===== config.mk =====
export PLATFORM = sky130hd
export DESIGN_NAME = qspi_wr_buffer_flat
export DESIGN_NICKNAME = d
export VERILOG_FILES = /design/src/rtl/qspi_pkg.sv /design/src/rtl/qspi_wr_buffer_if.sv /design/src/rtl/qspi_word_fifo.sv /design/src/rtl/qspi_wr_buffer.sv /design/src/flat_wrapper.sv
export SDC_FILE = /design/constraint.sdc
export NUM_CORES = 1
export LEC_CHECK = 0
export CAP_MARGIN = 20
export CORE_ASPECT_RATIO = 0.9
export CORE_UTILIZATION = 45
export DETAILED_ROUTE_END_ITERATION = 8
export SYNTH_ARGS = -nofsm -noshare
export SYNTH_HDL_FRONTEND = slang
export SYNTH_HIERARCHICAL = 1
export SYNTH_SLANG_ARGS = --single-unit

===== constraint.sdc =====
create_clock -name h_clk -period 6 [get_ports h_clk]
set_clock_uncertainty 0.15 [all_clocks]
set_input_delay 1.2 -clock h_clk [delete_from_list [all_inputs] [get_ports h_clk]]
set_output_delay 1.2 -clock h_clk [all_outputs]
set_load 0.1 [all_outputs]

===== src/rtl/qspi_pkg.sv =====
// Shared types and constants for the QSPI indirect-write buffer.
package qspi_pkg;

  localparam int unsigned WORD_W         = 32;
  localparam int unsigned BYTE_W         = 8;
  localparam int unsigned BYTES_PER_WORD = 4;

  typedef enum logic [1:0] {
    IDLE  = 2'd0,
    FETCH = 2'd1,
    SEND  = 2'd2,
    DONE  = 2'd3
  } wrbuf_state_e;

endpackage


===== src/rtl/qspi_wr_buffer_if.sv =====
// Bus bundle between the AHB-side register block / shift engine and the write buffer.
interface qspi_wr_buffer_if
  import qspi_pkg::*;
#(
  parameter int unsigned DEPTH = 8
);
  localparam int unsigned AW = $clog2(DEPTH);

  logic              wr_en;
  logic [WORD_W-1:0] wr_data;
  logic              flush;
  logic              start;
  logic [7:0]        num_bytes;
  logic [BYTE_W-1:0] byte_data;
  logic              byte_valid;
  logic              byte_ready;
  logic              full;
  logic              empty;
  logic [AW:0]       word_count;
  logic              overflow;
  logic              busy;
  logic              done;

  modport master (
    output wr_en, wr_data, flush, start, num_bytes, byte_ready,
    input  byte_data, byte_valid, full, empty, word_count, overflow, busy, done
  );

  modport slave (
    input  wr_en, wr_data, flush, start, num_bytes, byte_ready,
    output byte_data, byte_valid, full, empty, word_count, overflow, busy, done
  );

endinterface


===== src/rtl/qspi_word_fifo.sv =====
// Synchronous word FIFO with registered count/full/empty and a sticky overflow flag.
module qspi_word_fifo
  import qspi_pkg::*;
#(
  parameter int unsigned DEPTH = 8
) (
  input  logic                     h_clk,
  input  logic                     h_rst,
  input  logic                     flush,
  input  logic                     push,
  input  logic [WORD_W-1:0]        wr_data,
  input  logic                     pop,
  output logic [WORD_W-1:0]        rd_data_c,
  output logic                     full,
  output logic                     empty,
  output logic [$clog2(DEPTH):0]   count,
  output logic                     overflow
);

  localparam int unsigned AW = $clog2(DEPTH);

  logic [WORD_W-1:0] mem [DEPTH];
  logic [AW-1:0]     wr_ptr_q;
  logic [AW-1:0]     rd_ptr_q;
  logic [AW:0]       count_q;
  logic [AW:0]       count_nxt;
  logic              full_q;
  logic              empty_q;
  logic              overflow_q;
  logic              push_ok_c;
  logic              pop_ok_c;

  // A pop never makes room for a push in the same cycle: full gates the push
  always_comb begin
    push_ok_c = push && !full_q && !flush;
    pop_ok_c  = pop && !empty_q && !flush;
    count_nxt = count_q;
    if (flush) begin
      count_nxt = '0;
    end else begin
      case ({push_ok_c, pop_ok_c})
        2'b10:   count_nxt = count_q + (AW+1)'(1);
        2'b01:   count_nxt = count_q - (AW+1)'(1);
        default: count_nxt = count_q;
      endcase
    end
  end

  always_ff @(posedge h_clk) begin
    if (h_rst) begin
      wr_ptr_q   <= '0;
      rd_ptr_q   <= '0;
      count_q    <= '0;
      full_q     <= 1'b0;
      empty_q    <= 1'b1;
      overflow_q <= 1'b0;
    end else begin
      if (flush) begin
        wr_ptr_q   <= '0;
        rd_ptr_q   <= '0;
        overflow_q <= 1'b0;
      end else begin
        if (push_ok_c) wr_ptr_q <= wr_ptr_q + AW'(1);
        if (pop_ok_c)  rd_ptr_q <= rd_ptr_q + AW'(1);
        if (push && full_q) overflow_q <= 1'b1;
      end
      count_q <= count_nxt;
      full_q  <= (count_nxt == (AW+1)'(DEPTH));
      empty_q <= (count_nxt == '0);
    end
  end

  always_ff @(posedge h_clk) begin
    if (push_ok_c) mem[wr_ptr_q] <= wr_data;
  end

  assign rd_data_c = mem[rd_ptr_q];
  assign full      = full_q;
  assign empty     = empty_q;
  assign count     = count_q;
  assign overflow  = overflow_q;

endmodule


===== src/rtl/qspi_wr_buffer.sv =====
// Indirect-write buffer: word FIFO feeding a little-endian byte unpacker with valid/ready.
module qspi_wr_buffer
  import qspi_pkg::*;
#(
  parameter int unsigned DEPTH = 8
) (
  input  logic           h_clk,
  input  logic           h_rst,
  qspi_wr_buffer_if.slave bus
);

  localparam int unsigned IDX_W = $clog2(BYTES_PER_WORD);

  wrbuf_state_e      state_q;
  wrbuf_state_e      state_nxt;
  logic [WORD_W-1:0] shreg_q;
  logic [WORD_W-1:0] shreg_nxt;
  logic [7:0]        rem_q;
  logic [7:0]        rem_nxt;
  logic [IDX_W-1:0]  idx_q;
  logic [IDX_W-1:0]  idx_nxt;
  logic              pop_c;
  logic              fire_c;
  logic [WORD_W-1:0] fifo_rd_data_c;
  logic              fifo_empty;
  logic [BYTE_W-1:0] byte_data_q;
  logic              byte_valid_q;
  logic              busy_q;
  logic              done_q;

  qspi_word_fifo #(
    .DEPTH (DEPTH)
  ) u_fifo (
    .h_clk     (h_clk),
    .h_rst     (h_rst),
    .flush     (bus.flush),
    .push      (bus.wr_en),
    .wr_data   (bus.wr_data),
    .pop       (pop_c),
    .rd_data_c (fifo_rd_data_c),
    .full      (bus.full),
    .empty     (fifo_empty),
    .count     (bus.word_count),
    .overflow  (bus.overflow)
  );

  assign fire_c = (state_q == SEND) && bus.byte_ready;

  // State register
  always_ff @(posedge h_clk) begin
    if (h_rst) state_q <= IDLE;
    else       state_q <= state_nxt;
  end

  // Next-state logic; flush aborts without passing through DONE
  always_comb begin
    state_nxt = state_q;
    case (state_q)
      IDLE:  if (bus.start) state_nxt = (bus.num_bytes != '0) ? FETCH : DONE;
      FETCH: if (!fifo_empty) state_nxt = SEND;
      SEND: begin
        if (fire_c) begin
          if (rem_q == 8'd1)                              state_nxt = DONE;
          else if (idx_q == IDX_W'(BYTES_PER_WORD - 1))   state_nxt = FETCH;
        end
      end
      DONE:    state_nxt = IDLE;
      default: state_nxt = IDLE;
    endcase
    if (bus.flush) state_nxt = IDLE;
  end

  // Datapath and output next-values
  always_comb begin
    shreg_nxt = shreg_q;
    rem_nxt   = rem_q;
    idx_nxt   = idx_q;
    pop_c     = 1'b0;
    case (state_q)
      IDLE: begin
        if (bus.start && (bus.num_bytes != '0)) begin
          rem_nxt = bus.num_bytes;
          idx_nxt = '0;
        end
      end
      FETCH: begin
        if (!fifo_empty) begin
          pop_c     = 1'b1;
          shreg_nxt = fifo_rd_data_c;
        end
      end
      SEND: begin
        if (fire_c) begin
          shreg_nxt = shreg_q >> BYTE_W;
          rem_nxt   = rem_q - 8'd1;
          idx_nxt   = idx_q + IDX_W'(1);
        end
      end
      default: ;
    endcase
    if (bus.flush) pop_c = 1'b0;
  end

  // Registered outputs track the state being entered so they align with it
  always_ff @(posedge h_clk) begin
    if (h_rst) begin
      shreg_q      <= '0;
      rem_q        <= '0;
      idx_q        <= '0;
      byte_data_q  <= '0;
      byte_valid_q <= 1'b0;
      busy_q       <= 1'b0;
      done_q       <= 1'b0;
    end else begin
      shreg_q      <= shreg_nxt;
      rem_q        <= rem_nxt;
      idx_q        <= idx_nxt;
      byte_data_q  <= shreg_nxt[BYTE_W-1:0];
      byte_valid_q <= (state_nxt == SEND);
      busy_q       <= (state_nxt != IDLE);
      done_q       <= (state_nxt == DONE);
    end
  end

  assign bus.empty      = fifo_empty;
  assign bus.byte_data  = byte_data_q;
  assign bus.byte_valid = byte_valid_q;
  assign bus.busy       = busy_q;
  assign bus.done       = done_q;

endmodule


===== src/flat_wrapper.sv =====
// flat-port wrapper written by rule: the top's interface ports become plain ports
module qspi_wr_buffer_flat import qspi_pkg::*;
#(
  parameter int unsigned DEPTH = 8
)
  (h_clk, h_rst, bus_wr_en, bus_wr_data, bus_flush, bus_start, bus_num_bytes, bus_byte_ready, bus_byte_data, bus_byte_valid, bus_full, bus_empty, bus_word_count, bus_overflow, bus_busy, bus_done);
  qspi_wr_buffer_if #(.DEPTH(DEPTH)) bus_i ();
  input  logic h_clk;
  input  logic h_rst;
  input wire logic [$bits(bus_i.wr_en)-1:0] bus_wr_en;
  input wire logic [$bits(bus_i.wr_data)-1:0] bus_wr_data;
  input wire logic [$bits(bus_i.flush)-1:0] bus_flush;
  input wire logic [$bits(bus_i.start)-1:0] bus_start;
  input wire logic [$bits(bus_i.num_bytes)-1:0] bus_num_bytes;
  input wire logic [$bits(bus_i.byte_ready)-1:0] bus_byte_ready;
  output wire logic [$bits(bus_i.byte_data)-1:0] bus_byte_data;
  output wire logic [$bits(bus_i.byte_valid)-1:0] bus_byte_valid;
  output wire logic [$bits(bus_i.full)-1:0] bus_full;
  output wire logic [$bits(bus_i.empty)-1:0] bus_empty;
  output wire logic [$bits(bus_i.word_count)-1:0] bus_word_count;
  output wire logic [$bits(bus_i.overflow)-1:0] bus_overflow;
  output wire logic [$bits(bus_i.busy)-1:0] bus_busy;
  output wire logic [$bits(bus_i.done)-1:0] bus_done;
  assign bus_i.wr_en = bus_wr_en;
  assign bus_i.wr_data = bus_wr_data;
  assign bus_i.flush = bus_flush;
  assign bus_i.start = bus_start;
  assign bus_i.num_bytes = bus_num_bytes;
  assign bus_i.byte_ready = bus_byte_ready;
  assign bus_byte_data = bus_i.byte_data;
  assign bus_byte_valid = bus_i.byte_valid;
  assign bus_full = bus_i.full;
  assign bus_empty = bus_i.empty;
  assign bus_word_count = bus_i.word_count;
  assign bus_overflow = bus_i.overflow;
  assign bus_busy = bus_i.busy;
  assign bus_done = bus_i.done;
  qspi_wr_buffer #(.DEPTH(DEPTH)) u_core (.h_clk(h_clk), .h_rst(h_rst), .bus(bus_i));
endmodule

# Word-level counts from Yosys, hierarchy flattened

Memory sizes are Yosys's and may differ from the RTL's. A register that Yosys moved wholly into a read port is not among the register bits.
Index checks and enable logic that the tools add are counted.

Register bits: 60
Input bits: 46
Memories: 1
Word-level logic and storage cells: 79
Output and inout bits: 18
Memory bits (writable): 256

Reduce and logical (&&, ||, !) cells: 19
Equal/unequal tests: 13
$add $sub $neg: 6
Mux-type cells: 26

Memories:

| memory            | depth | width | rd ports | clocked after Yosys merged registers in | wr ports | RTL line             | source |
|---|---|---|---|---|---|---|---|
| u_core.u_fifo.mem | 8     | 32    | 1        | 1                                       | 1        | qspi_word_fifo.sv:22 | `logic [WORD_W-1:0] mem [DEPTH];` |

Operator list:

| kind                  | count |
|---|---|
| $mux W32              | 2 |
| $pmux W32 S2          | 1 |
| $mux W2               | 9 |
| $mux W8               | 2 |
| $pmux W8 S2           | 1 |
| $eq A2 B2 Y1 const B  | 6 |
| $eq A8 B1 Y1 const B  | 1 |
| $pmux W2 S4           | 1 |
| $pmux W4 S2           | 1 |
| $reduce_bool A8 Y1    | 1 |
| $sub A8 B1 Y8 const B | 1 |
| $logic_and A1 B1 Y1   | 7 |
| $add A3 B1 Y3 const B | 2 |
| $mux W3               | 2 |
| $reduce_and A3 Y1     | 2 |
| $reduce_bool A2 Y1    | 3 |
| $mux W1               | 5 |
| $add A4 B1 Y4 const B | 1 |
| $eq A2 B1 Y1 const B  | 2 |
| $eq A4 B4 Y1 const B  | 1 |
| $logic_not A4 Y1      | 1 |
| $mux W4               | 1 |
| $ne A2 B1 Y1 const B  | 2 |
| $pmux W2 S2           | 1 |
| 6 further kinds       | 8 |

# Depth between registers and ports, before layout

Gate-level depths: netlist (run 1).

Depth after elaboration: 9
Gate-level depth with buffers: 13
Depth with buffers taken out: 11

# By module

The synthesis (run 1) kept the hierarchy.

Modules (own cells, without submodules):

| module         | cells each | sequential area each (um^2) | area each (um^2) | times used |
|---|---|---|---|---|
| qspi_word_fifo | 456        | 8007.7                      | 10590.2          | 1 |
| qspi_wr_buffer | 255        | 940.9                       | 2314.7           | 1 |

# Worst setup path before layout (run 1)

OpenSTA, ideal clock, no wires.

Kind: input-to-reg
Start point: in bus_flush
End point: mem u_core.u_fifo.mem[0][0], enable pin
Path buffers: 0
Slack: 1.405 ns
Stages: 3
Data arrival time: 3.984 ns
Cell sequence: nor3b_1 > nand2b_1 > nor3_1

Cells in the longest elaborated chain, start to end: 4

RTL lines:

| item                          | RTL line             | source |
|---|---|---|
| from (decl)                   | flat_wrapper.sv:12   | `input wire logic [$bits(bus_i.flush)-1:0] bus_flush;` |
| $logic_not A1 Y1              | qspi_word_fifo.sv:35 | `push_ok_c = push && !full_q && !flush;` |
| $logic_and A1 B1 Y1           | qspi_word_fifo.sv:35 |  |
| $mux W1                       | qspi_word_fifo.sv:74 | `if (push_ok_c) mem[wr_ptr_q] <= wr_data;` |
| $mux W1 (not written as such) | qspi_word_fifo.sv:74 |  |
| to (decl)                     | qspi_word_fifo.sv:22 |  |

Every way passes these cells.

# Worst setup path in the final report (run 1)

Start point: in bus_flush
End point: reg u_core.u_fifo.full_q (netlist: u_core/u_fifo/full)

Cells in the longest elaborated chain, start to end: 7
Elaborated cells between the ends (all ways): 10
Classes of those cells: 3 x eq/ne; 3 x mux; 4 x reduce/logical

RTL lines:

| item                                                | RTL line              | source |
|---|---|---|
| $mux W1                                             | qspi_wr_buffer.sv:101 | `if (bus.flush) pop_c = 1'b0;` |
| $logic_and A1 B1 Y1 (2 in series)                   | qspi_word_fifo.sv:36  | `pop_ok_c = pop && !empty_q && !flush;` |
| $eq A2 B1 Y1 / $eq A2 B2 Y1 (equally long branches) | qspi_word_fifo.sv:41  | `case ({push_ok_c, pop_ok_c})` |
| $pmux W4 S2                                         | qspi_word_fifo.sv:41  |  |
| $mux W4 (*)                                         | qspi_word_fifo.sv:38  | `if (flush) begin` |
| $eq A4 B4 Y1 (*)                                    | qspi_word_fifo.sv:68  | `full_q <= (count_nxt == (AW+1)'(DEPTH));` |
| to (signal assigned)                                | qspi_word_fifo.sv:68  |  |
| to (decl)                                           | qspi_word_fifo.sv:27  | `logic full_q;` |

Mark *: on every way between the ends. The rest lies on a longest branch, timed or not.
A chain may end at the register's enable or synchronous reset.

==> reports/metrics.yaml, run 1 <==
rsz0062_at_grt: "no"
synthFlopType: "edfxtp_1"
drc: 0
yosysSeqAreaShare_pct: 69.34
postCtsHoldBufs: 0
hold_violations: 0
p_per_area_mw_per_mm2: 311.2
fin_crit_ns: 3.918
vdd_drop_max_mv: 0.2086
clockBufferDepth: 3
ys_seq_elements: 319
maxSlewViolCount: 0
hold_path_class: "reg2reg"
avgSynthCellArea_um2: 18.15
finalSetupViolations: 0
post_drt_wl_per_cell_um: 21.22
nets: 826
slew_headroom_pct: 34.56
synthArstFlopShare_pct: 0
clock_latency_ns: 0.51
postRouteAntennaNets: 0
cts_tree: "built"
synth-edff-count: 256
cp-end-kind: "register"
htree_num_levels: 2
arrival_ns: 4.19
die_area_mm2: 0.02936
cts-resized-gates: 0
portBuffers: 63
grt_pass1_vias: 6637
synthesis.area_mm2: 0.01290
max_clock_freq_ghz: 0.2553
gp_congestion: 0.8245
grt_max_degree: 65
grt-ovfl-total: 0
worst_slack_ns: 2.082
startpoint_type: "primary input"
synth.distinct_cells: 56
chipWidth_um: 180.5
layout-drive-gt1-share_pct: 17.94
critPathKind: "in2reg"
crit_chain: "clkdlybuf4s50_1 > nor3b_1 > inv_1 > ha_1 > xor2_1 > ha_1 > a21oi_1 > mux2i_1 > xor2_1 > o21ai_1 > nor3_1"
antenna_found_initial: 1
power_mw: 4.672
cellLeakagePower_nw: 4.999
cap_violations: 0
cts_setup_buffers: 0
cts.sinks: 319
num_vias: 6438
die_height_um: 162.7
routed_wl_mm: 24.57
slowest_stage: "nor3b_1"
cts.clk_slew.worst_paths_ns: 0.05
initial_core_util_pct: 45.95
rows: 58
period_share_pct: 65.29
worst_slew_pin_slew_ns: 0.9785
dr.pass1.iters: 4
num_io_pins: 64
synth_fp_nets: 765
fp.coreArea_mm2: 0.02808
place_ws_ns: 1.624
crit_fanout: 6
setup_tns_ns: 0
crit_required_ns: 6.27
area_growth_pct: 16.34
hpwl_mm: 14.30
drtIter0Drc: 378
max_stage_delay_ns: 0.66
grt_first_pass_wirelength_mm: 38.49
cts_made_buffers: 34
status: "finished clean"
postSynthCellCount: 711
ys_warn_count: 6
cts-root-buf: "clkbuf_16"
track_usage_pct: 17.24
vias_per_cell: 5.560
==> metrics by stage <==
step	area, µm²	cells	hold WS (ns)	util [%]
final	15010	1158	0.3235	53.46
after global routing	15010	1157	0.3625	53.45
after CTS	14970	1155	0.3284	53.31
after detailed placement	13860	1094	0.3122	49.34
after global placement	13800	1092	0.2990	49.14
after floorplan	12900	711	0.2973	-
==> final cells by class <==
type / count / area [µm²]
well taps: 360 / 450.4
diodes: 1 / 2.502
multi-input cells: 336 / 3685
repair buffers: 76 / 788.3
clock inverters: 17 / 183.9
clock buffers: 44 / 929.6
fillers: 2186 / 13070
inverters: 5 / 18.77
flip-flops and latches: 319 / 8955
==> cell usage after synthesis, types with 5 or more instances <==
master | number | area [µm²]
edfxtp_1 | 256 | 7687
dfxtp_1 | 63 | 1261
nor2_1 | 55 | 206.5
mux4_1 | 36 | 945.9
mux2i_1 | 28 | 280.3
mux4_2 | 28 | 630.6
a211oi_1 | 25 | 187.7
mux2_4 | 24 | 360.4
nand2_1 | 15 | 56.30
a21oi_1 | 14 | 70.07
buf_2 | 12 | 60.06
clkbuf_1 | 12 | 45.04
nand2b_1 | 12 | 75.07
a22oi_1 | 11 | 82.58
buf_4 | 11 | 82.58
ha_1 | 8 | 100.1
mux2_2 | 8 | 90.09
nor3b_1 | 7 | 52.55
buf_1 | 6 | 22.52
buf_6 | 6 | 67.56
nor3_1 | 6 | 30.03
nor4_1 | 6 | 37.54
xor2_1 | 6 | 52.55
inv_1 | 5 | 18.77
nor2b_1 | 5 | 31.28
==> layout by cell type (no fill, tap or decap), types with 7 or more instances in the layout <==
| cell | netlist | layout |
|---|---|---|
| mux2_4 | 24 | 24 |
| mux2i_1 | 28 | 28 |
| mux4_2 | 28 | 28 |
| clkbuf_1 | 12 | 7 |
| a22oi_1 | 11 | 11 |
| clkinv_1 | 0 | 7 |
| ha_1 | 8 | 8 |
| nand2b_1 | 12 | 10 |
| mux4_1 | 36 | 36 |
| edfxtp_1 | 256 | 256 |
| clkbuf_16 | 0 | 35 |
| a21oi_1 | 14 | 14 |
| dfxtp_1 | 63 | 60 |
| mux2_2 | 8 | 8 |
| nand2_1 | 15 | 15 |
| nor3b_1 | 7 | 7 |
| a211oi_1 | 25 | 25 |
| nor2_1 | 55 | 49 |
| clkdlybuf4s50_1 | 0 | 62 |
| buf_4 | 11 | 9 |
==> flip-flops by register name, summed over array words and instances (netlist names), 2 cells and up, named ones only <==
register,flops
u_core/u_fifo/mem,256
u_core/shreg_q,32
u_core/rem_q,8
u_core/u_fifo/count,4
u_core/u_fifo/rd_ptr_q,3
u_core/u_fifo/wr_ptr_q,3
u_core/idx_q,2
u_core/state_q,2
==> worst paths after layout <==
path | startpoint | to | slack (ns) | cells past startpoint
max | bus_flush | u_core/u_fifo/full | 2.08 | 11
min | u_core/u_fifo/overflow | u_core/u_fifo/overflow | 0.32 | 2
max reg2reg | u_core/state_q[1] | u_core/u_fifo/full | 2.64 | 11
min reg2reg | u_core/u_fifo/overflow | u_core/u_fifo/overflow | 0.32 | 2
==> metal layers <==
layer	GRT usage [%]	part of all wire (%)	wire length, µm	up-vias
li1	-	-	-	2980
met1	23.80	47	11440	3266
met2	28.24	47	11540	154
met3	3.086	4.6	1120	38
met4	4.934	1.9	472	0
met5	0	0	0	-
==> report_power, final <==
group          internal [mW]  total, mW  switching (mW)
sequential              2.41       2.42          0.0130
combinational         0.0771      0.184           0.107
clock                   1.23       2.07           0.834
==> worst max-delay path, delay by kind of cell <==
family	cells	cell delay [ns]
adder cells (fa/ha/maj)	2	0.53
AO/OA/AOI/OAI	2	0.28
buffers and inverters	2	0.74
multiplexers	1	0.24
XOR/XNOR	2	0.40
AND/OR/NAND/NOR	2	0.79
==> cells by family (layout without fill, tap and decap cells) <==
family,after synthesis,after routing,share of synthesized area [%]
AO/OA/AOI/OAI,75,75,4.247
XOR/XNOR,8,8,0.5430
adder cells (fa/ha/maj),8,8,0.7757
buffers and inverters,56,142,2.569
flip-flops,319,319,69.34
multiplexers,124,124,17.88
other,0,1,0
AND/OR/NAND/NOR,121,121,4.644
No activity file was read; power rests on OpenSTA's default activity.
==> inputs of run 2 (changes only) <==
==> constraint.sdc (replaced) <==
create_clock -name h_clk -period 3.95 [get_ports h_clk]
set_clock_uncertainty 0.15 [all_clocks]
set_input_delay 0.79 -clock h_clk [delete_from_list [all_inputs] [get_ports h_clk]]
set_output_delay 0.79 -clock h_clk [all_outputs]
set_load 0.1 [all_outputs]
==> reports/metrics.yaml, run 2 (same netlist as run 1, synthesis figures left out) <==
drtIter0Drc: 343
initial_core_util_pct: 45.95
top_regs: "u_core/u_fifo/mem: 256 flops, u_core/shreg_q: 32 flops, u_core/rem_q: 8 flops"
hold_path_class: "reg2reg"
hold_violations: 0
rows: 58
cts_made_buffers: 31
drc: 0
postCtsHoldBufs: 0
insertedDiodeCount: 0
hpwl_mm: 14.39
routed_wl_mm: 24.92
place_inst: 1102
nets: 829
regMostFlops: "u_core/u_fifo/mem"
num_vias: 6510
nFillCells: 2223
final_cell_mix: "edfxtp_1 (256), clkdlybuf4s50_1 (62), dfxtp_1 (60), nor2_1 (49), mux4_1 (36)"
dr.pass1.iters: 5
num_io_pins: 64
cts_tree: "built"
antenna_found_initial: 0
grt_first_pass_wirelength_mm: 39.24
postRouteAntennaNets: 0
clock_latency_ns: 0.57
slew_headroom_pct: 32.61
layout_commonest_cell: "edfxtp_1"
grt_max_degree: 51
slowest_stage: "clkdlybuf4s50_1"
track_usage_pct: 17.48
grt_pass1_vias: 6800
setup_tns_ns: 0
instances_no_fill: 1160
layout-drive-gt1-share_pct: 18.63
period_share_pct: 80.16
largest_register_ff_count: 256
grt-ovfl-total: 0
vias_per_cell: 5.612
rsz0062_at_grt: "no"
portBuffers: 63
vdd_drop_max_mv: 0.3452
htree_num_levels: 1
crit_chain: "clkdlybuf4s50_1"
power_mw: 6.913
crit_required_ns: 3.01
multi_input_area_mm2: 0.003697
fp.coreArea_mm2: 0.02808
regArea_mm2: 0.008955
crit_buf_inv: 1
cts.clk_slew.worst_paths_ns: 0.06
fin_crit_ns: 3.166
cts-resized-gates: 0
arrival_ns: 2.23
hold_ws_ns: 0.3178
max_stage_delay_ns: 1.19
cts_setup_buffers: 0
cap_violations: 0
maxSlewViolCount: 0
die_area_mm2: 0.02936
worst_slack_ns: 0.7838
max_clock_freq_ghz: 0.3158
cts-root-buf: "clkbuf_16"
p_per_area_mw_per_mm2: 460.7
cp_top_family: "buffers and inverters"
die_height_um: 162.7
worst_slew_pin_slew_ns: 1.008
status: "finished clean"
chipWidth_um: 180.5
critPathKind: "reg2out"
post_drt_wl_per_cell_um: 21.48
cts.sinks: 319
gp_congestion: 0.8317
crit_fanout: 8
clockBufferDepth: 3
place_ws_ns: 0.4724
finalSetupViolations: 0
startpoint_type: "register"
area_growth_pct: 16.28
cp-end-kind: "output port"
cellLeakagePower_nw: 4.998
==> run 2: routing by layer <==
metal	share of wire [%]	global-route usage, %	routed length, µm
met1	45	24.21	11340
met2	49	29.39	12140
met3	3.7	2.370	912
met4	2.1	4.429	527
met5	0	0	0
==> run 2: cell type report <==
cell class,instances,share of cell area [%]
clock buffer,50,6.245
clock inverter,8,0.6921
inverter,5,0.1251
multi-input combinational,336,24.64
sequential,319,59.68
tap,360,3.002
timing repair buffer,82,5.620
==> run 2: path summary, 6_finish.rpt <==
kind | from | endpoint | slack (ns) | depth (start not counted)
worst max-delay path | u_core/u_fifo/count[1] | bus_word_count[1] | 0.78 | 1
worst min-delay path | u_core/u_fifo/overflow | u_core/u_fifo/overflow | 0.32 | 2
worst max register to register | u_core/state_q[1] | u_core/u_fifo/full | 0.96 | 11
worst min register to register | u_core/u_fifo/overflow | u_core/u_fifo/overflow | 0.32 | 2
==> run 2: where the power goes <==
group          internal, mW  switching [mW]
Clock                  1.75            1.20
Sequential             3.66          0.0206
Combinational         0.119           0.160
==> run 2: metrics by stage <==
step	util (%)	area, µm²
detailed placement	49.72	13960
finish	53.43	15010
global route	53.43	15010
global placement	49.72	13960
CTS	53.43	15010
floorplan	-	12910
